<file path="config.mk">
export PLATFORM = sky130hd
export DESIGN_NAME = upsampler
export DESIGN_NICKNAME = d
export VERILOG_FILES = /design/src/rtl/upsampler.sv
export SDC_FILE = /design/constraint.sdc
export NUM_CORES = 1
export LEC_CHECK = 0
export CORE_MARGIN = 2
export CORE_UTILIZATION = 40
export CTS_BUF_LIST = sky130_fd_sc_hd__clkbuf_4 sky130_fd_sc_hd__clkbuf_8
export DETAILED_ROUTE_END_ITERATION = 8
export PLACE_DENSITY = 0.61
export SETUP_SLACK_MARGIN = 0.3
export SYNTH_ARGS = -nofsm -noshare
export SYNTH_HDL_FRONTEND = slang
export SYNTH_SLANG_ARGS = --single-unit
</file>
<file path="constraint.sdc">
create_clock -name clk -period 7.3 [get_ports clk]
set_input_delay 1.825 -clock clk [delete_from_list [all_inputs] [get_ports clk]]
set_output_delay 1.825 -clock clk [all_outputs]
set_load 0.03 [all_outputs]
</file>
<file path="src/rtl/upsampler.sv">
// upsampler: rate expander emitting RATE = 2^LOG2_RATE outputs per accepted sample (zero-stuff, hold, linear).
module upsampler #(
    parameter int WIDTH     = 16,
    parameter int LOG2_RATE = 2
) (
    input  logic             clk,
    input  logic             reset,
    input  logic [WIDTH-1:0] in,
    input  logic             in_valid,
    output logic             in_ready,
    input  logic [1:0]       mode,
    output logic [WIDTH-1:0] out,
    output logic             out_valid,
    output logic             underrun
);
    typedef enum logic {IDLE, RUN} state_t;

    state_t                 state, state_n;
    logic [LOG2_RATE-1:0]   phase, phase_n, phase_nx;
    logic [WIDTH-1:0]       prev, prev_n, cur, cur_n, out_n;
    logic [1:0]             mode_q, mode_n;
    logic                   valid_n, underrun_n, accept;

    // Linear term is floor((cur - prev) * k / RATE); it always lands between prev and cur.
    function automatic logic [WIDTH-1:0] expand(
        input logic [LOG2_RATE-1:0] k,
        input logic [WIDTH-1:0]     p,
        input logic [WIDTH-1:0]     c,
        input logic [1:0]           m
    );
        logic signed [WIDTH:0]           d;
        logic signed [WIDTH+LOG2_RATE:0] pr;
        d  = $signed({c[WIDTH-1], c}) - $signed({p[WIDTH-1], p});
        pr = $signed({{LOG2_RATE{d[WIDTH]}}, d}) * $signed({{(WIDTH+1){1'b0}}, k});
        pr = pr >>> LOG2_RATE;
        return m == 2'd0 ? (k == '0 ? c : '0) : m == 2'd2 ? p + pr[WIDTH-1:0] : c;
    endfunction

    assign in_ready = state == IDLE || &phase;
    assign accept   = in_valid && in_ready;
    assign phase_nx = phase + 1'b1;

    always_comb begin
        state_n    = state;
        phase_n    = phase;
        prev_n     = prev;
        cur_n      = cur;
        mode_n     = mode_q;
        out_n      = '0;
        valid_n    = 1'b0;
        underrun_n = 1'b0;
        if (accept) begin
            state_n = RUN;
            phase_n = '0;
            prev_n  = cur;
            cur_n   = in;
            mode_n  = mode;
            out_n   = expand('0, cur, in, mode);
            valid_n = 1'b1;
        end else if (state == RUN && &phase) begin
            state_n    = IDLE;
            phase_n    = '0;
            underrun_n = 1'b1;
        end else if (state == RUN) begin
            phase_n = phase_nx;
            out_n   = expand(phase_nx, prev, cur, mode_q);
            valid_n = 1'b1;
        end
    end

    always_ff @(posedge clk) begin
        if (reset) begin
            state     <= IDLE;
            phase     <= '0;
            prev      <= '0;
            cur       <= '0;
            mode_q    <= '0;
            out       <= '0;
            out_valid <= 1'b0;
            underrun  <= 1'b0;
        end else begin
            state     <= state_n;
            phase     <= phase_n;
            prev      <= prev_n;
            cur       <= cur_n;
            mode_q    <= mode_n;
            out       <= out_n;
            out_valid <= valid_n;
            underrun  <= underrun_n;
        end
    end
endmodule

</file>
==> metrics.yaml, run 1 <==
dieArea_um2: 12820
fillCellCount: 1170
ant_nets: 0
globalplace.congestion: 0.9046
power_density_nw_per_um2: 201.2
reg2reg_depth: 21
synth_compound_area_share_pct: 23.97
crit_top_cell: "ha_1"
synth_cell_types: 57
r2r_setup_slack_ns: 1.64
crit_fanout: 5
drive_above_1_share_pct: 4.050
timing.rr.start: "prev[1]"
maxCapViolCount: 0
viasPerCell: 5.434
synth_cells: 616
muxShareOfSynthArea_pct: 2.334
die_w_um: 113.2
cts_tree: "done"
antenna_found_initial: 0
via_count: 4266
yosys_warnings: 0
synth.top_cell.area_share_pct: 23.08
skew_ns: 0.003945
ys_seq_area_share_pct: 23.08
cts_resized: 0
slew_violations: 0
nets: 729
synthAdderAreaFrac_pct: 18.04
critical_path_required_ns: 7.49
insertion_delay_ns: 0.31
synth_top_family_by_area: "compound AO/OA/AOI/OAI gates"
drt_first_pass_iters: 6
drcViolationCount: 2
grtUsageTotal_pct: 18.10
grt_pass1_vias: 4076
crit_buf_inv: 1
worstSetupPathType: "reg -> reg"
tightest_slew_ns: 1.032
syn_avg_cell_area_um2: 7.745
hold_viol: 0
synth-edff-count: 0
worstHoldStart: "prev[7]"
postCtsHoldBufs: 0
path_clk_slew_ns: 0.10
ctsLongestPathBuffers: 2
status: "finished with violations"
worstHoldEndpoint: "prev[7]"
vdd_ir_drop_max_uv: 99.68
synthTopCellsByArea: "dfxtp_1 23%, ha_1 17%, a21oi_1 7.4%"
syn-num-nets: 704
final_cell_mix: "85 x nand2_1, 71 x a21oi_1, 64 x ha_1, 55 x dfxtp_1, 40 x nor2_1"
num_antenna_cells: 0
utilization_pct: 46.76
final_cell_area_um2: 5385
grt_max_degree: 59
htree_levels: 2
grt_first_pass_wirelength_mm: 19.18
core_um2: 11520
io_buffers: 39
die_h_um: 113.2
synthSimpleGateAreaFrac_pct: 21.27
final.setup.worst_slack_ns: 1.643
io_pins: 40
area_delta_synth_final_pct: 12.88
crit_path_end_kind: "register"
cts_sinks: 55
cp-start-kind: "register"
synth_top_cell_by_area: "dfxtp_1"
leakagePower_uw: 0.002263
stdcell_count: 785
violations: "DRC"
dp_slack_ns: 1.693
wire_per_inst_um: 14.73
final_common_cell: "nand2_1"
drt_iter0_drc: 234
setup_viol: 0
final.period_utilization_pct: 77.49
slowest_delay_ns: 0.52
holdCritPathClass: "reg -> reg"
tns_ns: 0
r2r-end: "out[14]"
async_reset_ff_share_pct: 0
max-slew-margin-rel_pct: 31.19
cts_buffers: 5
fin_crit_ns: 5.657
cts_setup_buffers: 0
synth_xor_area_share_pct: 6.976
synth_area_um2: 4771
initial_core_util_pct: 41.43
placed_cell_area_um2: 5268
wl_mm: 11.56
cp_slowest_cell: "or4b_4"
ys.flop_type: "dfxtp_1"
dp_cells: 777
clock-root-buffer: "clkbuf_8"
critPathTopFamily: "compound AO/OA/AOI/OAI gates"
critPathArrivalTime_ns: 5.85
globalRouteOverflowTotal: 0
rsz0062_at_grt: "no"
whs_path_depth: 2
fp-row-count: 39
detailed_place_hpwl_mm: 8.838
fmax_ghz: 0.1768
synth-seq-cells: 55
crit_chain: "inv_1, ha_1, nor2b_1, o21a_1, o21ai_0, a21oi_1, a311o_1, a31oi_1, xnor2_1, nor2b_1, ha_1, ha_1, or3_1, or3_1, nand2_1, xnor2_1, ha_1, a21oi_1, or4b_4, a2111oi_2, a311oi_1"
==> power by group <==
part	total, uW	internal (uW)	switching [uW]
clock	212	111	101
sequential	326	314	12.4
combinational	546	244	302
==> metal layers <==
layer / global-route usage, % / vias up / share of wire (%)
met1: 22.62 / 1973 / 46
met3: 2.892 / 10 / 3.1
met4: 3.577 / 0 / 1.1
met2: 32.93 / 58 / 49
met5: 0 / - / 0
li1: - / 2225 / -
==> flip-flops by register name, indices dropped and copies added, names as in the netlist <==
| register | flops |
|---|---|
| out_valid | 1 |
| phase | 2 |
| underrun | 1 |
| mode_q | 2 |
| state | 1 |
| prev | 16 |
| cur | 16 |
| out | 16 |
==> per-stage QoR <==
step                power [uW]  hold slack [ns]
global route              1168           0.5024
floorplan                752.7           0.4536
finish                    1084           0.4818
detailed placement       877.4           0.4666
CTS                       1092           0.4810
global placement         865.7           0.4654
==> cell families after synthesis <==
family	count (synthesis)
AND/OR/NAND/NOR	214
flip-flops	55
multiplexers	11
XOR/XNOR	38
AO/OA/AOI/OAI	176
adder cells (fa/ha/maj)	67
buffers and inverters	55
==> cell type report <==
type | count | area, um2 | area share (%)
repair buffers | 42 | 407.9 | 7.574
well taps | 143 | 178.9 | 3.323
clock buffers | 6 | 82.58 | 1.533
clock inverters | 2 | 35.03 | 0.6506
inverters | 31 | 116.4 | 2.161
multi-input cells | 506 | 3463 | 64.31
flip-flops and latches | 55 | 1101 | 20.45
==> tightest hold or removal path, delay by kind of cell (launching register included) <==
family	cells	cell delay, ns
and+or+nand+nor	1	0.06
DFF	1	0.33
AOI/OAI and AO/OA	1	0.05
==> synth_stat cells (all sizes together) (2+ instances only) <==
library cell   n
o21ai         23
nand2         85
xor2          11
a21o          11
nor2          40
o31ai          2
nor2b         21
o32a           2
and2          15
a222oi         2
clkbuf        21
o2111ai        2
or2            5
a211oi         7
ha            64
nor3          12
a22oi          8
o211ai         3
and3           3
xnor2         27
a21bo          2
nor3b          3
a21boi         2
a31oi          2
nand3          7
buf            3
o22a           8
fa             3
inv           31
o21bai         4
a21oi         71
mux2i         10
or3            8
a31o           2
o21a          11
nand2b        11
a311oi         2
dfxtp         55
==> worst max path at each step <==
stage          startpoint  endpoint  slack [ns]  cells after the start
4_1_cts           prev[1]   out[14]        1.65                     21
2_1_floorplan     prev[1]   out[14]        2.23                     21
3_3_place_gp      prev[1]   out[15]        1.82                     24
6_report          prev[1]   out[14]        1.64                     21
3_5_place_dp      prev[1]   out[14]        1.69                     21
5_1_grt           prev[1]   out[14]        1.26                     21
(Power assumes the default switching activity.)
==> inputs of run 2 (changes only) <==
--- a/config.mk
+++ b/config.mk
@@ -9,7 +9,7 @@
 export CORE_UTILIZATION = 40
 export CTS_BUF_LIST = sky130_fd_sc_hd__clkbuf_4 sky130_fd_sc_hd__clkbuf_8
 export DETAILED_ROUTE_END_ITERATION = 8
-export PLACE_DENSITY = 0.61
+export PLACE_DENSITY = 0.63
 export SETUP_SLACK_MARGIN = 0.3
 export SYNTH_ARGS = -nofsm -noshare
 export SYNTH_HDL_FRONTEND = slang
==> constraint.sdc (replaced) <==
create_clock -name clk -period 5 [get_ports clk]
set_input_delay 1.25 -clock clk [delete_from_list [all_inputs] [get_ports clk]]
set_output_delay 1.25 -clock clk [all_outputs]
set_load 0.03 [all_outputs]
==> run 2 against run 1 <==
The flow finishes with violations (DRC, setup timing); non-clock buffer count up 71; clock skew rose by 0.0047 ns; sequential share of layout area fell by 3.1 points; combinational power increased by 110%; global-route usage rose by 1.5 points; setup slack got worse by 1.8 ns; via count grew 11%; critical path type unchanged.
==> metrics.yaml, run 2 (same netlist as run 1, synthesis figures left out) <==
violations: "DRC, setup timing"
insertion_delay_ns: 0.32  # about the same
path_clk_slew_ns: 0.10  # about the same
holdCritPathClass: "reg -> reg"
utilization_pct: 55.76  # +9.0 points
power_density_nw_per_um2: 309.8  # +54%
status: "finished with violations"
largestRegisters: "cur: 16 flops, out: 16 flops, prev: 16 flops"
grt_pass1_vias: 4564  # +12%
grt_first_pass_wirelength_mm: 20.76  # +8.2%
cts_sinks: 55  # unchanged
dp_cells: 824  # +6.0%
tightest_slew_ns: 1.056  # +0.02368 ns
hold_viol: 0  # unchanged
die_h_um: 113.2  # unchanged
ctsLongestPathBuffers: 2  # unchanged
grtUsageTotal_pct: 19.60  # +1.5 points
leakagePower_uw: 0.002696  # +19%
antenna_found_initial: 0  # unchanged
viasPerCell: 5.532  # +1.8%
postCtsHoldBufs: 0  # unchanged
timing.rr.start: "cur[0]"
critical_path_required_ns: 5.18  # -2.31 ns
core_um2: 11520  # unchanged
globalplace.congestion: 0.8314  # -8.1%
cts_tree: "done"
area_delta_synth_final_pct: 34.59
clkPwrFrac_pct: 18.1  # -1.5 points
globalRouteOverflowTotal: 0  # unchanged
final.period_utilization_pct: 103.8  # +26 points
power_switching_uw: 743.2  # +79%
rsz0062_at_grt: "yes"
drt_first_pass_iters: 6  # unchanged
detailed_place_hpwl_mm: 9.653  # +9.2%
fin_crit_ns: 5.190  # -0.4670 ns
cp-start-kind: "register"
drt_iter0_drc: 249  # +6.4%
vdd_ir_drop_max_uv: 154.4  # +55%
final_cell_mix: "83 x nand2_1, 68 x buf_4, 61 x a21oi_1, 49 x dfxtp_1, 46 x ha_1"
maxCapViolCount: 0  # unchanged
htree_levels: 2  # unchanged
io_buffers: 39  # unchanged
reg2reg_depth: 23  # +9.5%
wl_mm: 13.08  # +13%
power_report.internal_total_uw: 1246  # +86%
final_common_cell: "nand2_1"
via_count: 4735  # +11%
fmax_ghz: 0.1927  # +9.0%
io_pins: 40  # unchanged
skew_ns: 0.008694  # +0.004748 ns
wire_per_inst_um: 15.28  # +3.7%
dieArea_um2: 12820  # unchanged
critPathArrivalTime_ns: 5.37  # -0.48 ns
stdcell_count: 856  # +9.0%
power_uw: 1989  # +84%
final.setup.worst_slack_ns: -0.1898  # -1.833 ns
nets: 800  # +9.7%
crit_path_end_kind: "register"
hold_ws_ns: 0.4849  # +0.003068 ns
grt_use_met1_pct: 23.29  # +0.68 points
r2r-end: "out[14]"
grtUsageMet2_pct: 36.21  # +3.3 points
drcViolationCount: 2  # unchanged
grt_busiest_layer: "met2"
grt_max_degree: 59  # unchanged
max-slew-margin-rel_pct: 29.61  # -1.6 points
die_w_um: 113.2  # unchanged
worstSetupPathType: "reg -> reg"
r2r_setup_slack_ns: -0.19  # -1.83 ns
combPwrFrac_pct: 58.1  # +7.7 points
drive_above_1_share_pct: 23.84  # +20 points
cts_buffers: 5  # unchanged
crit_end: "out[14]"
swShare_pct: 37.36  # -0.97 points
clock-root-buffer: "clkbuf_8"
crit_fanout: 4  # -1
use_met3_pct: 2.892  # unchanged
setup_viol: 2  # +2
slew_violations: 0  # unchanged
worstSetupStartpoint: "cur[0]"
num_antenna_cells: 0  # unchanged
initial_core_util_pct: 41.43  # unchanged
fp-row-count: 39  # unchanged
ant_nets: 0  # unchanged
pwr-share-seq_pct: 23.8  # -6.3 points
-- run 2: changes by cell type in the layout (fill, tap and decap cells not counted), sizes merged --
cell    before  now
buf          4   75
bufinv       1    2
clkinv       1    0
-- run 2: worst min path at each step --
| stage | to | cells after the start | from |
|---|---|---|---|
| 4_1_cts | prev[10] | 2 | prev[10] |
| 3_5_place_dp | prev[10] | 2 | prev[10] |
| 6_report | prev[10] | 2 | prev[10] |
| 3_3_place_gp | prev[8] | 2 | prev[8] |
| 2_1_floorplan | prev[4] | 2 | prev[4] |
| 5_1_grt | prev[14] | 2 | prev[14] |
-- run 2: per-layer routing --
metal  vias to the layer above  wire length, um
li1                       2365                -
met1                      2247             5398
met2                        96             6852
met3                        27              434
met4                         0              393
met5                         -                0
-- run 2: layout make-up --
type,instances,area (um2)
inverters,31,116.4
repair buffers,113,963.4
flip-flops and latches,55,1111
well taps,143,178.9
multi-input cells,506,3915
clock inverters,2,60.06
clock buffers,6,76.32
fillers,1072,5095
-- run 2: critical path, stage by stage (launching register included) --
cell and delay [ns]:
dfxtp_2 0.35, inv_2 0.05, ha_4 0.15, fa_2 0.35, nand2b_4 0.16, a21oi_4 0.16, nor3_2 0.06, o21a_1 0.19
xnor2_1 0.21, nor2b_1 0.19, ha_1 0.27, ha_2 0.24, nor3_2 0.28, a21oi_2 0.09, a21oi_1 0.18, xnor2_1 0.19
ha_1 0.34, and2_4 0.19, nand2_1 0.09, a211oi_2 0.07, o31a_1 0.34, or4b_4 0.51, a2111oi_4 0.29, a311oi_1 0.09
-- run 2: timing repair --
action,4_1_cts,5_1_grt
pin swaps,22,46
gates resized for setup,15,57
setup buffers,10,14
setup endpoints to repair,7,10
hold endpoints to repair,0,0
-- run 2: power groups by stage --
stage	registers, uW	logic (uW)	clock network [uW]
global placement	484	911	0
detailed placement	485	927	0
global route	477	1260	380
CTS	474	988	366
floorplan	495	634	0
finish	474	1150	360
-- run 2: stage by stage --
stage,setup slack (ns),TNS [ns],area [um2]
after detailed placement,-0.1687,-0.3295,5724
after global placement,-0.07832,-0.1093,5724
final,-0.1898,-0.2393,6421
after global routing,-0.3927,-1.011,6421
after floorplan,0.2449,0,4875
after CTS,-0.08708,-0.1057,6015
